$ cat src/rtl/pc_fetch_pkg.sv
// Shared definitions for the IF-stage PC generator: next-PC select codes,
// fetch FSM states and the default reset PC (word address of byte 0x0000_3000).
package pc_fetch_pkg;

    typedef enum logic [1:0] {
        NPC_SEQ = 2'b00,
        NPC_BR  = 2'b01,
        NPC_J   = 2'b10,
        NPC_JR  = 2'b11
    } npc_op_e;

    typedef enum logic {
        ST_RUN  = 1'b0,
        ST_PEND = 1'b1
    } fetch_state_e;

    localparam logic [29:0] DEFAULT_RESET_PC = 30'h0000_0C00;

    function automatic logic [29:0] sext30(input logic [15:0] v);
        return {{14{v[15]}}, v};
    endfunction

endpackage

$ cat src/rtl/npc_calc.sv
// Purely combinational redirect decode and target computation (word units, wrapping).
// Also used by the ID-stage branch predictor check.
module npc_calc
    import pc_fetch_pkg::*;
(
    input  logic [1:0]  npc_op,
    input  logic        br_taken,
    input  logic [29:0] id_pc4,
    input  logic [15:0] imm16,
    input  logic [25:0] instr_index,
    input  logic [31:0] rs_data,
    output logic        redir,
    output logic [29:0] target,
    output logic        jr_bad
);

    always_comb begin
        redir  = 1'b0;
        target = '0;
        case (npc_op)
            NPC_BR: begin
                redir  = br_taken;
                target = id_pc4 + sext30(imm16);
            end
            NPC_J: begin
                redir  = 1'b1;
                target = {id_pc4[29:26], instr_index};
            end
            NPC_JR: begin
                redir  = 1'b1;
                target = rs_data[31:2];
            end
            default: begin
                redir  = 1'b0;
                target = '0;
            end
        endcase
    end

    // A JR with a non-word-aligned register value still redirects; it is only flagged.
    assign jr_bad = (npc_op == NPC_JR) && (rs_data[1:0] != 2'b00);

endmodule

$ cat src/rtl/pc_fetch.sv
// IF-stage PC register with a one-entry pending-redirect buffer, so a redirect
// arriving during a stall is replayed when PCWr returns. redir_pend mirrors the FSM state.
module pc_fetch
    import pc_fetch_pkg::*;
#(
    parameter logic [29:0] RESET_PC   = DEFAULT_RESET_PC,
    parameter bit          DELAY_SLOT = 1'b1
) (
    input  logic        clk,
    input  logic        rst,
    input  logic        PCWr,
    input  logic [1:0]  NPCOp,
    input  logic        br_taken,
    input  logic [29:0] id_PC4,
    input  logic [15:0] imm16,
    input  logic [25:0] instr_index,
    input  logic [31:0] rs_data,
    output logic [29:0] PC,
    output logic        flush,
    output logic        redir_pend,
    output logic        jr_misalign,
    output logic [31:0] fetch_cnt
);

    logic         redir;
    logic [29:0]  target;
    logic         jr_bad;

    fetch_state_e state_q, state_d;
    logic [29:0]  pc_q, pc_d;
    logic [29:0]  pend_pc_q, pend_pc_d;
    logic         jr_misalign_q, jr_misalign_d;
    logic [31:0]  fetch_cnt_q, fetch_cnt_d;
    logic         flush_c;

    npc_calc u_npc_calc (
        .npc_op      (NPCOp),
        .br_taken    (br_taken),
        .id_pc4      (id_PC4),
        .imm16       (imm16),
        .instr_index (instr_index),
        .rs_data     (rs_data),
        .redir       (redir),
        .target      (target),
        .jr_bad      (jr_bad)
    );

    always_comb begin
        state_d       = state_q;
        pc_d          = pc_q;
        pend_pc_d     = pend_pc_q;
        fetch_cnt_d   = fetch_cnt_q;
        jr_misalign_d = jr_bad;
        flush_c       = 1'b0;
        if (PCWr) begin
            fetch_cnt_d = fetch_cnt_q + 32'd1;
            state_d     = ST_RUN;
            flush_c     = !DELAY_SLOT && (redir || (state_q == ST_PEND));
            // A live redirect is younger than the buffered one, so it wins.
            if (redir) begin
                pc_d = target;
            end else if (state_q == ST_PEND) begin
                pc_d = pend_pc_q;
            end else begin
                pc_d = pc_q + 30'd1;
            end
        end else if (redir) begin
            pend_pc_d = target;
            state_d   = ST_PEND;
        end
    end

    always_ff @(posedge clk or negedge rst) begin
        if (!rst) begin
            state_q       <= ST_RUN;
            pc_q          <= RESET_PC;
            pend_pc_q     <= '0;
            jr_misalign_q <= 1'b0;
            fetch_cnt_q   <= '0;
        end else begin
            state_q       <= state_d;
            pc_q          <= pc_d;
            pend_pc_q     <= pend_pc_d;
            jr_misalign_q <= jr_misalign_d;
            fetch_cnt_q   <= fetch_cnt_d;
        end
    end

    assign PC          = pc_q;
    assign flush       = flush_c;
    assign redir_pend  = (state_q == ST_PEND);
    assign jr_misalign = jr_misalign_q;
    assign fetch_cnt   = fetch_cnt_q;

endmodule

$ cat config.mk
export PLATFORM = sky130hd
export DESIGN_NAME = pc_fetch
export DESIGN_NICKNAME = d
export VERILOG_FILES = /design/src/rtl/pc_fetch_pkg.sv /design/src/rtl/npc_calc.sv /design/src/rtl/pc_fetch.sv
export SDC_FILE = /design/constraint.sdc
export NUM_CORES = 1
export LEC_CHECK = 0
export ABC_AREA = 1
export BUFFER_PORTS_ARGS = -buffer_cell sky130_fd_sc_hd__buf_2
export CAP_MARGIN = 0
export CORE_MARGIN = 4
export CORE_UTILIZATION = 40
export DETAILED_ROUTE_END_ITERATION = 8
export SYNTH_ARGS = -nofsm -noshare
export SYNTH_HDL_FRONTEND = slang
export SYNTH_SLANG_ARGS = --single-unit
$ cat constraint.sdc
create_clock -name clk -period 2.5 [get_ports clk]
set_clock_uncertainty 0.15 [all_clocks]
set_input_delay 0.375 -clock clk [delete_from_list [all_inputs] [get_ports clk]]
set_output_delay 0.375 -clock clk [all_outputs]
set_load 0.01 [all_outputs]
# After elaboration in Yosys (flattened, before gate mapping)
# Cells that the tools add are included.
[word_totals]
register_bits = 94
input_bits = 110
output_inout_bits = 65
word_cells = 23
[op_classes]
n_addsub = 3
eq_ne = 3
n_mux = 6
bitwise_logic = 1
n_reduce_logical = 5
[op_table]
columns = ["cell", "count"]
rows = [
  ["$pmux 30 s3", 1],
  ["$mux 30", 2],
  ["$add 32x1->32 const B", 1],
  ["$add 30x1->30 const B", 1],
  ["$add 30x30->30", 1],
  ["$eq 2x2->1 const B", 2],
  ["$reduce_bool 2->1", 2],
  ["$eq 2x1->1 const B", 1],
  ["$mux 1", 2],
  ["$pmux 1 s2", 1],
  ["$reduce_and 2->1", 1],
  ["$reduce_or 2->1", 1],
  ["$logic_and 1x1->1", 1],
  ["$not 1->1", 1],
]

# Logic depth before layout (Yosys ltp)
[depth]
ltp_word = 5
mapped_depth = 15
depth_no_buf = 15

# Cells and area by module
# From an unflattened synthesis, not the netlist that was laid out.
[hier_totals]
cells_unflattened = 1326
hier_area_um2 = 8364.3
[by_module_without_submodules]
columns = ["mod", "n_inst", "cells_per_inst", "area_each_um2", "seq_area_each_um2"]
rows = [
  ["pc_fetch", 1, 723, 5477.8, 2354.8],
  ["npc_calc", 1, 603, 2886.5, 0.0],
]

# Worst setup path before layout
# OpenSTA, ideal clock, no wires.
[synth_path]
path_kind = "input port to flip-flop"
start = "input id_PC4[0]"
end = "register pc_q[20], in the netlist PC[20]"
arrival_time_ns = 1.911
t_required_ns = 2.273
path_slack_ns = 0.362
cell_stages = 15
cell_sequence = "ha_1 > fa_1 > nand2_1 > nand3_1 > nand3_1 > nand2_1 > nand2_1 > nand2_1 > nand2_1 > nand2_1 > nand2_1 > nand3_1 > nand2_1 > nand2_1 > a21oi_1"
[synth_between]
elab_chain_cells = 3
[synth_rtl]
columns = ["item", "line_no", "rtl"]
rows = [
  ["start, declared", "pc_fetch.sv:14", "input logic [29:0] id_PC4,"],
  ["$add 30x30->30", "npc_calc.sv:23", "target = id_pc4 + sext30(imm16);"],
  ["$pmux 30 s3", "npc_calc.sv:20", "case (npc_op)"],
  ["$mux 30", "pc_fetch.sv:60", "if (redir) begin"],
  ["end signal, assigned", "pc_fetch.sv:82", "pc_q <= pc_d;"],
  ["end, declared", "pc_fetch.sv:30", "logic [29:0] pc_q, pc_d;"],
]
# No other way between the ends.
# A chain may end at the register's enable or synchronous reset.

# Final worst setup path
[layout_path]
start = "register pc_q[6], in the netlist PC[6]"
end = "register pc_q[18], in the netlist PC[18]"
[layout_between]
elab_chain_cells = 3
[layout_rtl]
columns = ["item", "line_no", "rtl"]
rows = [
  ["$add 30x1->30", "pc_fetch.sv:65", "pc_d = pc_q + 30'd1;"],
  ["$mux 30", "pc_fetch.sv:62", "end else if (state_q == ST_PEND) begin"],
  ["$mux 30", "pc_fetch.sv:60", ""],
]
# No other way between the ends.

==> run_summary.xml <==
<?xml version="1.0" encoding="UTF-8"?>
<metrics>
  <group name="synth">
    <metric name="synthesis.instances" unit="">1254</metric>
    <metric name="most_used_dff_post_synth" unit="">sky130_fd_sc_hd__dfrtp_1</metric>
    <metric name="syn-cell-area" unit="sq um">7960</metric>
    <metric name="avg_cell_area_syn" unit="sq um">6.35</metric>
    <metric name="ys.warnings.count" unit="">0</metric>
    <metric name="synth.distinct_cells" unit="">48</metric>
    <metric name="postSynthNetCount" unit="">1396</metric>
    <metric name="post_synthesis_sequential_element_count" unit="">94</metric>
    <metric name="synth_async_sr_flop_share" unit="%">100</metric>
    <metric name="synth-seq-area-share" unit="%">29.6</metric>
    <metric name="synth_edf_count" unit="">0</metric>
  </group>
  <group name="clock_network">
    <metric name="tritoncts" unit="">built</metric>
    <metric name="cts.path.max_buffers" unit="">2</metric>
    <metric name="cts_root_buf" unit="">sky130_fd_sc_hd__clkbuf_16</metric>
    <metric name="worst_skew_pair.late_latency" unit="ns">0.35</metric>
    <metric name="clock_sink_count" unit="">94</metric>
    <metric name="path_clk_slew" unit="ns">0.07</metric>
    <metric name="h-tree-depth" unit="">3</metric>
    <metric name="cts_setup_buffers" unit="">0</metric>
    <metric name="post_cts.resized_instances" unit="">0</metric>
    <metric name="cts_buf_count" unit="">9</metric>
  </group>
  <group name="sta">
    <metric name="fin_crit_sh" unit="%">86.0</metric>
    <metric name="tns" unit="ns">0</metric>
    <metric name="maxSlewHeadroom" unit="%">63.1</metric>
    <metric name="worst-slew-pin-transition" unit="ns">0.553</metric>
    <metric name="final_period_minus_worst_setup_slack" unit="ns">2.15</metric>
    <metric name="rsz0062_at_grt" unit="">false</metric>
    <metric name="maxSlewViolCount" unit="">0</metric>
    <metric name="timing_hold_violations_final" unit="">0</metric>
    <metric name="worst_hold_slack" unit="ns">0.0951</metric>
    <metric name="finalSetupViolCount" unit="">0</metric>
    <metric name="max_freq" unit="GHz">0.465</metric>
    <metric name="setup_slack" unit="ns">0.351</metric>
  </group>
  <group name="critical_path">
    <metric name="crit_arrival" unit="ns">2.23</metric>
    <metric name="worstSetupPathType" unit="">reg2reg</metric>
    <metric name="critical_path.max_fanout" unit="">5</metric>
    <metric name="startpoint_type" unit="">flip-flop</metric>
    <metric name="required" unit="ns">2.58</metric>
    <metric name="critical_path.slowest_cell" unit="">sky130_fd_sc_hd__dfrtp_1</metric>
    <metric name="critical-path-top-cell-by-count" unit="">sky130_fd_sc_hd__nand2_1</metric>
    <metric name="cp_slowest_stage_delay" unit="ns">0.45</metric>
    <metric name="worstSetupEndpointType" unit="">flip-flop</metric>
    <metric name="crit_path_cell_trace" unit="">inv_1 &gt; nor3_1 &gt; nand2_1 &gt; nor2_1 &gt; nand2_1 &gt; xor2_1 &gt; nand2_1 &gt; a21oi_1 &gt; a21oi_1</metric>
    <metric name="reg2reg_setup_slack" unit="ns">0.35</metric>
  </group>
  <group name="power_and_ir_drop">
    <metric name="power.static_leakage" unit="nW">5.17</metric>
    <metric name="fin_total_pwr" unit="mW">4.96</metric>
    <metric name="power_density" unit="nW/um^2">516</metric>
    <metric name="vdd_drop_max" unit="mV">0.395</metric>
  </group>
  <group name="global_routing">
    <metric name="antenna_found_initial" unit="">0</metric>
    <metric name="globalRouteOverflowTotal" unit="">0</metric>
    <metric name="wire_length_of_the_first_global_routing_pass" unit="mm">40.0</metric>
    <metric name="grt.met3_usage" unit="%">2.04</metric>
    <metric name="global_route.usage.total" unit="%">22.3</metric>
    <metric name="grt_max_degree" unit="">58</metric>
    <metric name="first_global_vias" unit="">8183</metric>
    <metric name="global_route.usage.met2" unit="%">37.0</metric>
    <metric name="grt-busiest-layer" unit="">met2</metric>
    <metric name="gr-usage-met1" unit="%">30.9</metric>
  </group>
  <group name="layout">
    <metric name="syn_to_final_growth" unit="%">20.9</metric>
    <metric name="fin_area" unit="sq um">9620</metric>
    <metric name="num_antenna_cells" unit="">0</metric>
    <metric name="final_nets" unit="">1578</metric>
    <metric name="final_cells" unit="">1706</metric>
    <metric name="postLayoutCoreUtil" unit="%">49.3</metric>
    <metric name="final_layout_size_suffix_gt1_share" unit="%">18.6</metric>
  </group>
  <group name="floorplanning">
    <metric name="placeableCoreArea" unit="sq um">19500</metric>
    <metric name="initial_utilization" unit="%">40.8</metric>
    <metric name="total_i_o_pin_count" unit="">175</metric>
    <metric name="fp.dieW" unit="um">149</metric>
    <metric name="overall_die_area" unit="sq um">22200</metric>
    <metric name="die_y" unit="um">149</metric>
    <metric name="row_count" unit="">51</metric>
  </group>
  <group name="route">
    <metric name="drt_first_iter_violations" unit="">480</metric>
    <metric name="route.antenna.remaining_nets" unit="">0</metric>
    <metric name="routed_wire_length_per_instance" unit="um">14.4</metric>
    <metric name="routed-via-count" unit="">8462</metric>
    <metric name="drt_pre_antenna_iters" unit="">7</metric>
    <metric name="detail_route.drc_violations" unit="">0</metric>
    <metric name="drt-total-wl" unit="mm">24.5</metric>
    <metric name="routed_via_density" unit="">4.96</metric>
  </group>
  <group name="placement">
    <metric name="placedCellCount" unit="">1689</metric>
    <metric name="buffer_ports.inserted" unit="">173</metric>
    <metric name="dp_worst_setup_slack" unit="ns">0.0244</metric>
    <metric name="gp_congestion" unit="">0.939</metric>
    <metric name="detailed_place.area" unit="sq um">9320</metric>
    <metric name="dpl.hpwl" unit="mm">19.8</metric>
  </group>
  <group name="flow_run">
    <metric name="cap_viol_max_count" unit="">0</metric>
  </group>
  <group name="run_status">
    <metric name="outcome" unit="">completed</metric>
  </group>
  <group name="hold_path">
    <metric name="hold_class" unit="">in2reg</metric>
  </group>
</metrics>
state kept, by name, indices dropped and copies added, names as in the netlist:
name	count
redir_pend	1
jr_misalign	1
pend_pc_q	30
fetch_cnt	32
PC	30
cell type report:
| type | count | area (sq um) |
|---|---|---|
| clock inverter | 7 | 72.6 |
| fill | 2070 | 9900 |
| multi-input combinational | 924 | 4720 |
| inverter | 202 | 758 |
| sequential | 94 | 2350 |
| clock buffer | 9 | 225 |
| timing repair buffer | 205 | 1160 |
| tap | 265 | 332 |
cell usage after synthesis, drive strengths merged, types with 2 or more instances:
master | number | area (sq um)
clkbuf | 27 | 101
nor3b | 3 | 22.5
dfstp | 2 | 52.6
xnor2 | 12 | 105
a22oi | 3 | 22.5
xor2 | 30 | 263
dfrtp | 92 | 2300
a21oi | 83 | 419
ha | 31 | 388
nor3 | 28 | 156
or2 | 9 | 56.3
nand2 | 399 | 1510
buf | 7 | 35.0
o211ai | 6 | 45.0
inv | 198 | 743
clkinv | 4 | 15.0
nor4 | 5 | 58.8
o21ai | 55 | 275
nand4 | 9 | 62.6
a21boi | 4 | 30.0
a31oi | 12 | 75.1
o21bai | 5 | 37.5
nor2 | 108 | 440
nand3 | 92 | 485
nand3b | 4 | 30.0
a22o | 21 | 184
report_power, final:
group          leakage (nW)  total (mW)  internal, mW  switching (mW)
clock                 0.142        1.38         0.779           0.606
sequential             1.14        1.95          1.73           0.220
combinational          3.89        1.63         0.623            1.01
total                  5.17        4.96          3.13            1.83
worst paths after layout:
kind	startpoint	endpoint	depth (start not counted)
setup / recovery	PC[6]$_DFFE_PN0P_	PC[18]$_DFFE_PN0P_	9
hold / removal	rs_data[1]	jr_misalign$_DFF_PN0_	3
setup reg to reg	PC[6]$_DFFE_PN0P_	PC[18]$_DFFE_PN0P_	9
hold reg to reg	pend_pc_q[0]$_DFFE_PN0P_	pend_pc_q[0]$_DFFE_PN0P_	2
max in group asynchronous	rst	PC[20]$_DFFE_PN0P_	3
min in group asynchronous	rst	PC[15]$_DFFE_PN0P_	2
cells by family (layout without fill, tap and decap cells):
logic type | Yosys count | in the layout | synth area share [%]
AO/OA/AOI/OAI | 191 | 191 | 13.9
XOR/XNOR | 42 | 42 | 4.62
adder cells (fa/ha/maj) | 32 | 32 | 5.12
buffers and inverters | 236 | 423 | 11.2
flip-flops | 94 | 94 | 29.6
other | 1 | 1 | 0.0471
AND/OR/NAND/NOR | 658 | 658 | 35.5
metal layers:
metal | vias up | routed length [um]
li1 | 4361 | -
met1 | 3848 | 11500
met2 | 222 | 11300
met3 | 31 | 1200
met4 | 0 | 498
met5 | - | 0
layout by cell type (no fill, tap or decap), types with 4 or more instances in the layout:
cell	instances
sky130_fd_sc_hd__nand4_1	8
sky130_fd_sc_hd__o21ai_1	14
sky130_fd_sc_hd__nor2_1	100
sky130_fd_sc_hd__nor2_4	5
sky130_fd_sc_hd__dfrtp_1	92
sky130_fd_sc_hd__inv_2	21
sky130_fd_sc_hd__a22o_1	21
sky130_fd_sc_hd__a31oi_1	12
sky130_fd_sc_hd__inv_1	177
sky130_fd_sc_hd__o21bai_1	5
sky130_fd_sc_hd__nand2_2	4
sky130_fd_sc_hd__or2_1	4
sky130_fd_sc_hd__nand3_2	5
sky130_fd_sc_hd__o211ai_1	6
sky130_fd_sc_hd__or2_0	4
sky130_fd_sc_hd__o21ai_0	41
sky130_fd_sc_hd__xor2_1	30
sky130_fd_sc_hd__buf_12	4
sky130_fd_sc_hd__clkbuf_16	9
sky130_fd_sc_hd__nand3b_1	4
sky130_fd_sc_hd__clkinv_1	4
sky130_fd_sc_hd__buf_2	172
sky130_fd_sc_hd__ha_1	31
sky130_fd_sc_hd__a21oi_1	82
sky130_fd_sc_hd__buf_4	28
sky130_fd_sc_hd__nand2_1	395
sky130_fd_sc_hd__nand3_1	87
sky130_fd_sc_hd__nor3_1	26
sky130_fd_sc_hd__xnor2_1	12
critical path: cells and delay by family (launching register included):
family,cells,cell delay [ns]
compound gates,2,0.19
xor+xnor,1,0.15
buf+inv,1,0.09
flops,1,0.45
simple gates,5,1.00
what timing repair did:
action                                  CTS  global route
hold buffers                              1             0
hold endpoints to repair                 38             0
endpoints found under the setup margin    0             0
Power figures use the tool's default switching activity.
